<file path="src/rtl/iob_cache_front_end_fifo.sv">
// IOb cache front end with a DEPTH-entry request queue. The queue head is
// dispatched to the cache data path or to the control registers; reads complete in order.
module iob_cache_front_end_fifo #(
    parameter int ADDR_W   = 32,
    parameter int DATA_W   = 32,
    parameter int DEPTH    = 4,
    parameter int USE_CTRL = 0,
    parameter int CTRL_AW  = 5
) (
    input  logic                           clk_i,
    input  logic                           arst_i,
    input  logic                           cke_i,
    input  logic                           avalid_i,
    input  logic [USE_CTRL+ADDR_W-1:0]     addr_i,
    input  logic [DATA_W-1:0]              wdata_i,
    input  logic [DATA_W/8-1:0]            wstrb_i,
    output logic                           ready_o,
    output logic [DATA_W-1:0]              rdata_o,
    output logic                           rvalid_o,
    output logic                           data_req_o,
    output logic [ADDR_W-1:0]              data_addr_o,
    output logic [DATA_W-1:0]              data_wdata_o,
    output logic [DATA_W/8-1:0]            data_wstrb_o,
    input  logic [DATA_W-1:0]              data_rdata_i,
    input  logic                           data_ack_i,
    output logic                           ctrl_req_o,
    output logic [CTRL_AW-1:0]             ctrl_addr_o,
    input  logic [DATA_W-1:0]              ctrl_rdata_i,
    input  logic                           ctrl_ack_i,
    output logic [$clog2(DEPTH):0]         occupancy_o
);

    localparam int PTR_W  = $clog2(DEPTH);
    localparam int CNT_W  = PTR_W + 1;
    localparam int STRB_W = DATA_W / 8;
    localparam int IN_AW  = USE_CTRL + ADDR_W;

    // Queue storage carries no reset: entries are only observed while counted.
    logic                is_ctrl_mem [DEPTH];
    logic [ADDR_W-1:0]   addr_mem    [DEPTH];
    logic [DATA_W-1:0]   wdata_mem   [DEPTH];
    logic [STRB_W-1:0]   wstrb_mem   [DEPTH];

    logic [PTR_W-1:0]    wr_ptr;
    logic [PTR_W-1:0]    rd_ptr;
    logic [CNT_W-1:0]    count;

    logic                vld_p1;
    logic [DATA_W-1:0]   rdata_p1;

    logic                is_ctrl_in;
    logic                head_valid;
    logic                head_is_ctrl;
    logic                head_is_read;
    logic                push;
    logic                pop;
    logic                pop_read;
    logic [DATA_W-1:0]   sel_rdata;

    generate
        if (USE_CTRL != 0) begin : g_ctrl_sel
            assign is_ctrl_in = addr_i[IN_AW-1];
        end else begin : g_no_ctrl_sel
            assign is_ctrl_in = 1'b0;
        end
    endgenerate

    assign head_valid   = (count != '0);
    assign head_is_ctrl = (USE_CTRL != 0) && head_valid && is_ctrl_mem[rd_ptr];
    assign head_is_read = (wstrb_mem[rd_ptr] == '0);

    assign ready_o   = (count < CNT_W'(DEPTH));
    assign push      = cke_i && avalid_i && ready_o;
    // Only the ack of the path the head is waiting on may retire it.
    assign pop       = cke_i && head_valid && (head_is_ctrl ? ctrl_ack_i : data_ack_i);
    assign pop_read  = pop && head_is_read;
    assign sel_rdata = head_is_ctrl ? ctrl_rdata_i : data_rdata_i;

    assign data_req_o   = head_valid && !head_is_ctrl;
    assign ctrl_req_o   = head_is_ctrl;
    assign data_addr_o  = head_valid ? addr_mem[rd_ptr]  : '0;
    assign data_wdata_o = head_valid ? wdata_mem[rd_ptr] : '0;
    assign data_wstrb_o = head_valid ? wstrb_mem[rd_ptr] : '0;

    generate
        if (USE_CTRL != 0) begin : g_ctrl_addr
            assign ctrl_addr_o = head_valid ? addr_mem[rd_ptr][CTRL_AW-1:0] : '0;
        end else begin : g_no_ctrl_addr
            assign ctrl_addr_o = '0;
        end
    endgenerate

    assign occupancy_o = count;
    assign rvalid_o    = vld_p1;
    assign rdata_o     = rdata_p1;

    always_ff @(posedge clk_i) begin
        if (push) begin
            is_ctrl_mem[wr_ptr] <= is_ctrl_in;
            addr_mem[wr_ptr]    <= addr_i[ADDR_W-1:0];
            wdata_mem[wr_ptr]   <= wdata_i;
            wstrb_mem[wr_ptr]   <= wstrb_i;
        end
    end

    // Stage p1: pointer/count update and registered read completion.
    always_ff @(posedge clk_i or posedge arst_i) begin
        if (arst_i) begin
            wr_ptr   <= '0;
            rd_ptr   <= '0;
            count    <= '0;
            vld_p1   <= 1'b0;
            rdata_p1 <= '0;
        end else if (cke_i) begin
            if (push) begin
                wr_ptr <= wr_ptr + 1'b1;
            end
            if (pop) begin
                rd_ptr <= rd_ptr + 1'b1;
            end
            case ({push, pop})
                2'b10:   count <= count + 1'b1;
                2'b01:   count <= count - 1'b1;
                default: count <= count;
            endcase
            vld_p1 <= pop_read;
            if (pop_read) begin
                rdata_p1 <= sel_rdata;
            end
        end
    end

endmodule
</file>
<file path="config.mk">
export PLATFORM = sky130hd
export DESIGN_NAME = iob_cache_front_end_fifo
export DESIGN_NICKNAME = d
export VERILOG_FILES = /design/src/rtl/iob_cache_front_end_fifo.sv
export SDC_FILE = /design/constraint.sdc
export NUM_CORES = 1
export LEC_CHECK = 0
export ABC_AREA = 1
export CAP_MARGIN = 15
export CORE_UTILIZATION = 33
export DETAILED_ROUTE_END_ITERATION = 10
export GPL_ROUTABILITY_DRIVEN = 0
export GPL_TIMING_DRIVEN = 0
export SETUP_SLACK_MARGIN = 0.4
export SLEW_MARGIN = 10
export SYNTH_ARGS = -nofsm -noshare
export SYNTH_HDL_FRONTEND = slang
export SYNTH_SLANG_ARGS = --single-unit
</file>
<file path="constraint.sdc">
create_clock -name clk_i -period 4 [get_ports clk_i]
set_input_delay 1.2 -clock clk_i [delete_from_list [all_inputs] [get_ports clk_i]]
set_output_delay 1.2 -clock clk_i [all_outputs]
set_load 0.03 [all_outputs]
</file>
==> results.sh <==
export IMPL_netlist_area_sq_mm=0.01229
export IMPL_cp_required_ns=2.80
export IMPL_clk_pin_slew_ns=0.06
export IMPL_startpoint="rd_ptr[0]$_DFFE_PP0P_"
export IMPL_grtUsageMet3=0.04303
export IMPL_sw_frac_of_total=0.3975
export IMPL_crit_type="flip-flop to output pin"
export IMPL_synth_compound_gate_area_share=0.08024
export IMPL_powerDensity_mw_per_mm2=774.4
export IMPL_hpwl_um=20710
export IMPL_nets=1417
export IMPL_finalHoldViolCount=0
export IMPL_drt_wl_total_um=31530
export IMPL_vdd_ir_drop_worst_v=0.0004971
export IMPL_synth_xor_area_frac=0.002851
export IMPL_grt_pass1_vias=8440
export IMPL_synth_area_mux_share=0
export IMPL_final_period_utilization=0.8683
export IMPL_avgViaCountPerCell=4.694
export IMPL_slowest_stage="dfrtp_2"
export IMPL_netlist_instances=1009
export IMPL_dpl_cell_count=1703
export IMPL_maxSlewViolCount=0
export IMPL_firstDrtPassIters=4
export IMPL_synth_adder_area_share=0.006720
export IMPL_chipWidth_um=195.0
export IMPL_finalSetupViolCount=0
export IMPL_use_met1=0.2112
export IMPL_r2r_setup_slack_ns=1.40
export IMPL_fmax_mhz=287.9
export IMPL_synthSimpleGateAreaFrac=0.1296
export IMPL_grt_use_total=0.1681
export IMPL_core_sq_mm=0.03661
export IMPL_start_util=0.3356
export IMPL_cp_arrival_ns=2.27
export IMPL_die_h_um=195.0
export IMPL_grt_pass1_wl_um=48820
export IMPL_die_area_sq_mm=0.03801
export IMPL_wl_per_cell_um=17.82
export IMPL_use_met2=0.2877
export IMPL_whs_ns=0.4685
export IMPL_cts_sinks=312
export IMPL_p_seq_frac=0.315
export IMPL_hp_class="flip-flop to flip-flop"
export IMPL_endpoint="data_addr_o[19]"
export IMPL_syn_area_per_cell_sq_um=12.18
export IMPL_io_buffer_count=210
export IMPL_p_leak_uw=0.006050
export IMPL_internal_power_uw=7660
export IMPL_skew_ns=0.01912
export IMPL_p_clk_frac=0.255
export IMPL_start_kind="flip-flop"
export IMPL_critPathMaxStageDelay_ns=0.44
export IMPL_r2r_end="wdata_mem[1][11]$_DFFE_PP_"
export IMPL_cts_buffers=35
export IMPL_end_kind="output pin"
export IMPL_syn2layout_area_growth_pct=33.60
export IMPL_drtIter0Drc=467
export IMPL_synth_seq_cells=312
export IMPL_vias=8303
export IMPL_rows=70
export IMPL_layout_cells_non_filler=1769
export IMPL_yosysSeqAreaShare=0.7462
export IMPL_rr_startpoint="occupancy_o[2]$_DFFE_PP0P_"
export IMPL_antenna_left=0
export IMPL_grt_max_degree=31
export IMPL_root_buffer="clkbuf_16"
export IMPL_htreeDepth=2
export IMPL_finalCriticalPeriod_ns=3.473
export IMPL_status="complete, no violations"
export IMPL_rsz0062_at_grt="yes"
export IMPL_drive_gt1_frac=0.1608
export IMPL_clockBufferDepth=3
export IMPL_yosysUniqueCellTypes=24
export IMPL_clock_latency_ns=0.53
export IMPL_top_usage_layer="met2"
export IMPL_drc=0
export IMPL_relSlewSlack=0.4331
export IMPL_grt_overflow=0
export IMPL_cts_tree="built"
export IMPL_yosysWarnings=0
export IMPL_io_pins=250
export IMPL_tightest_slew_ns=0.8483
export IMPL_antenna_found_initial=4
export IMPL_r2r_cells=5
export IMPL_synth_top_family_by_area="simple AND/OR/NAND/NOR gates"
export IMPL_p_switching_uw=5054
export IMPL_maxCapViolCount=0
export IMPL_combPwrFrac=0.429
export IMPL_crit_fanout=10
export IMPL_crit_chain="inv_4 > buf_6 > clkbuf_2 > o21ai_0 > a21oi_1 > clkdlybuf4s15_2"
## flip-flops by register name, indices dropped and copies added (netlist names)
signal       flops
rvalid_o         1
addr_mem       128
rdata_o         32
wdata_mem      128
wr_ptr           2
occupancy_o      3
wstrb_mem       16
rd_ptr           2
## how the worst min path moves through the flow
| stage | to | cells after the start | slack, ns | from |
|---|---|---|---|---|
| after floorplan | wr_ptr[1]$_DFFE_PP0P_ | 2 | 0.56 | wr_ptr[1]$_DFFE_PP0P_ |
| after global placement | rdata_o[23]$_DFFE_PP0P_ | 2 | 0.45 | rdata_o[23]$_DFFE_PP0P_ |
| after detailed placement | rdata_o[24]$_DFFE_PP0P_ | 2 | 0.46 | rdata_o[24]$_DFFE_PP0P_ |
| after CTS | rdata_o[31]$_DFFE_PP0P_ | 2 | 0.47 | rdata_o[31]$_DFFE_PP0P_ |
| after global routing | rdata_o[21]$_DFFE_PP0P_ | 2 | 0.49 | rdata_o[21]$_DFFE_PP0P_ |
| final | rdata_o[31]$_DFFE_PP0P_ | 2 | 0.47 | rdata_o[31]$_DFFE_PP0P_ |
## per-stage QoR
step	setup WS, ns	util	area, sq um	power, uW	setup TNS (ns)
floorplan	0.2724	-	12320	7397	0
CTS	0.3260	0.4484	16420	12860	0
global placement	-1.884	0.4098	15000	9764	-502.60
global route	0.3635	0.4484	16420	13460	0
detailed placement	0.07026	0.4174	15280	9834	0
finish	0.5270	0.4484	16420	12710	0
## layer usage
| layer | share of wire | vias up | wire length, um |
|---|---|---|---|
| li1 | - | 4032 | - |
| met1 | 0.43 | 3954 | 13400 |
| met4 | 0.019 | 6 | 611 |
| met2 | 0.49 | 250 | 15350 |
| met3 | 0.067 | 61 | 2124 |
| met5 | 0.0014 | - | 45 |
## logic make-up after synthesis
| family | Yosys count |
|---|---|
| compound gates | 197 |
| xor+xnor | 4 |
| fa+ha+maj | 6 |
| buf+inv | 83 |
| flops | 312 |
| other cells | 1 |
| simple gates | 406 |
## power by group through the flow
| stage | registers [uW] | clock network [uW] | logic [uW] |
|---|---|---|---|
| after floorplan | 4340 | 0 | 3060 |
| after global placement | 4090 | 0 | 5680 |
| after detailed placement | 4070 | 0 | 5760 |
| after CTS | 4010 | 3310 | 5540 |
| after global routing | 4040 | 3440 | 5980 |
| final | 4010 | 3240 | 5460 |
## layout by cell type (no fill, tap or decap), drive strengths merged
master	count
diode	1
dfrtp	40
nand2	94
nor2	270
clkinvlp	4
clkdlybuf4s50	142
o21ai	129
inv	16
fa	1
dlygate4sd2	4
clkinv	18
bufinv	5
ha	5
clkdlybuf4s15	22
xor2	4
clkbuf	65
nand3	40
nor3	1
or2	1
conb	6
edfxtp	272
a21oi	68
buf	93
## area by class of cell
type	count	area, sq um
flip-flops and latches	312	9170
well taps	468	585.6
fillers	3405	20190
clock inverters	26	272.8
repair buffers	222	2196
multi-input cells	619	2764
plain buffers	66	446.7
inverters	17	71.32
clock buffers	38	908.4
diodes	1	2.502
## worst max-delay path: cells and delay by family, from the launching register on
kind,cells,cell delay [ns]
AO/OA/AOI/OAI,2,0.30
flip-flops,1,0.44
buffers and inverters,4,1.00
## synthesized netlist by cell type
cell / count / area [sq um]
edfxtp_1: 272 / 8168
nor2_1: 269 / 1010
o21ai_0: 128 / 640.6
nand2_1: 93 / 349.1
a21oi_1: 68 / 340.3
dfrtp_1: 40 / 1001
nand3_1: 40 / 200.2
buf_2: 17 / 85.08
clkbuf_1: 17 / 63.81
buf_4: 15 / 112.6
buf_1: 13 / 48.80
inv_1: 13 / 48.80
ha_1: 5 / 62.56
buf_6: 4 / 45.04
xor2_1: 4 / 35.03
clkinv_1: 2 / 7.510
inv_2: 2 / 7.510
conb_1: 1 / 3.750
fa_1: 1 / 20.02
nand2_4: 1 / 11.26
nor2_4: 1 / 11.26
nor3_1: 1 / 5.000
o21ai_1: 1 / 5.000
or2_2: 1 / 6.260
## what timing repair did
| action | 4_1_cts | 5_1_grt |
|---|---|---|
| pin swaps | 2 | 6 |
| setup buffers | 0 | 1 |
| setup endpoints to repair | 68 | 64 |
| hold buffers | 0 | 0 |
| gates resized for setup | 287 | 54 |
Power figures use the tool's default switching activity.
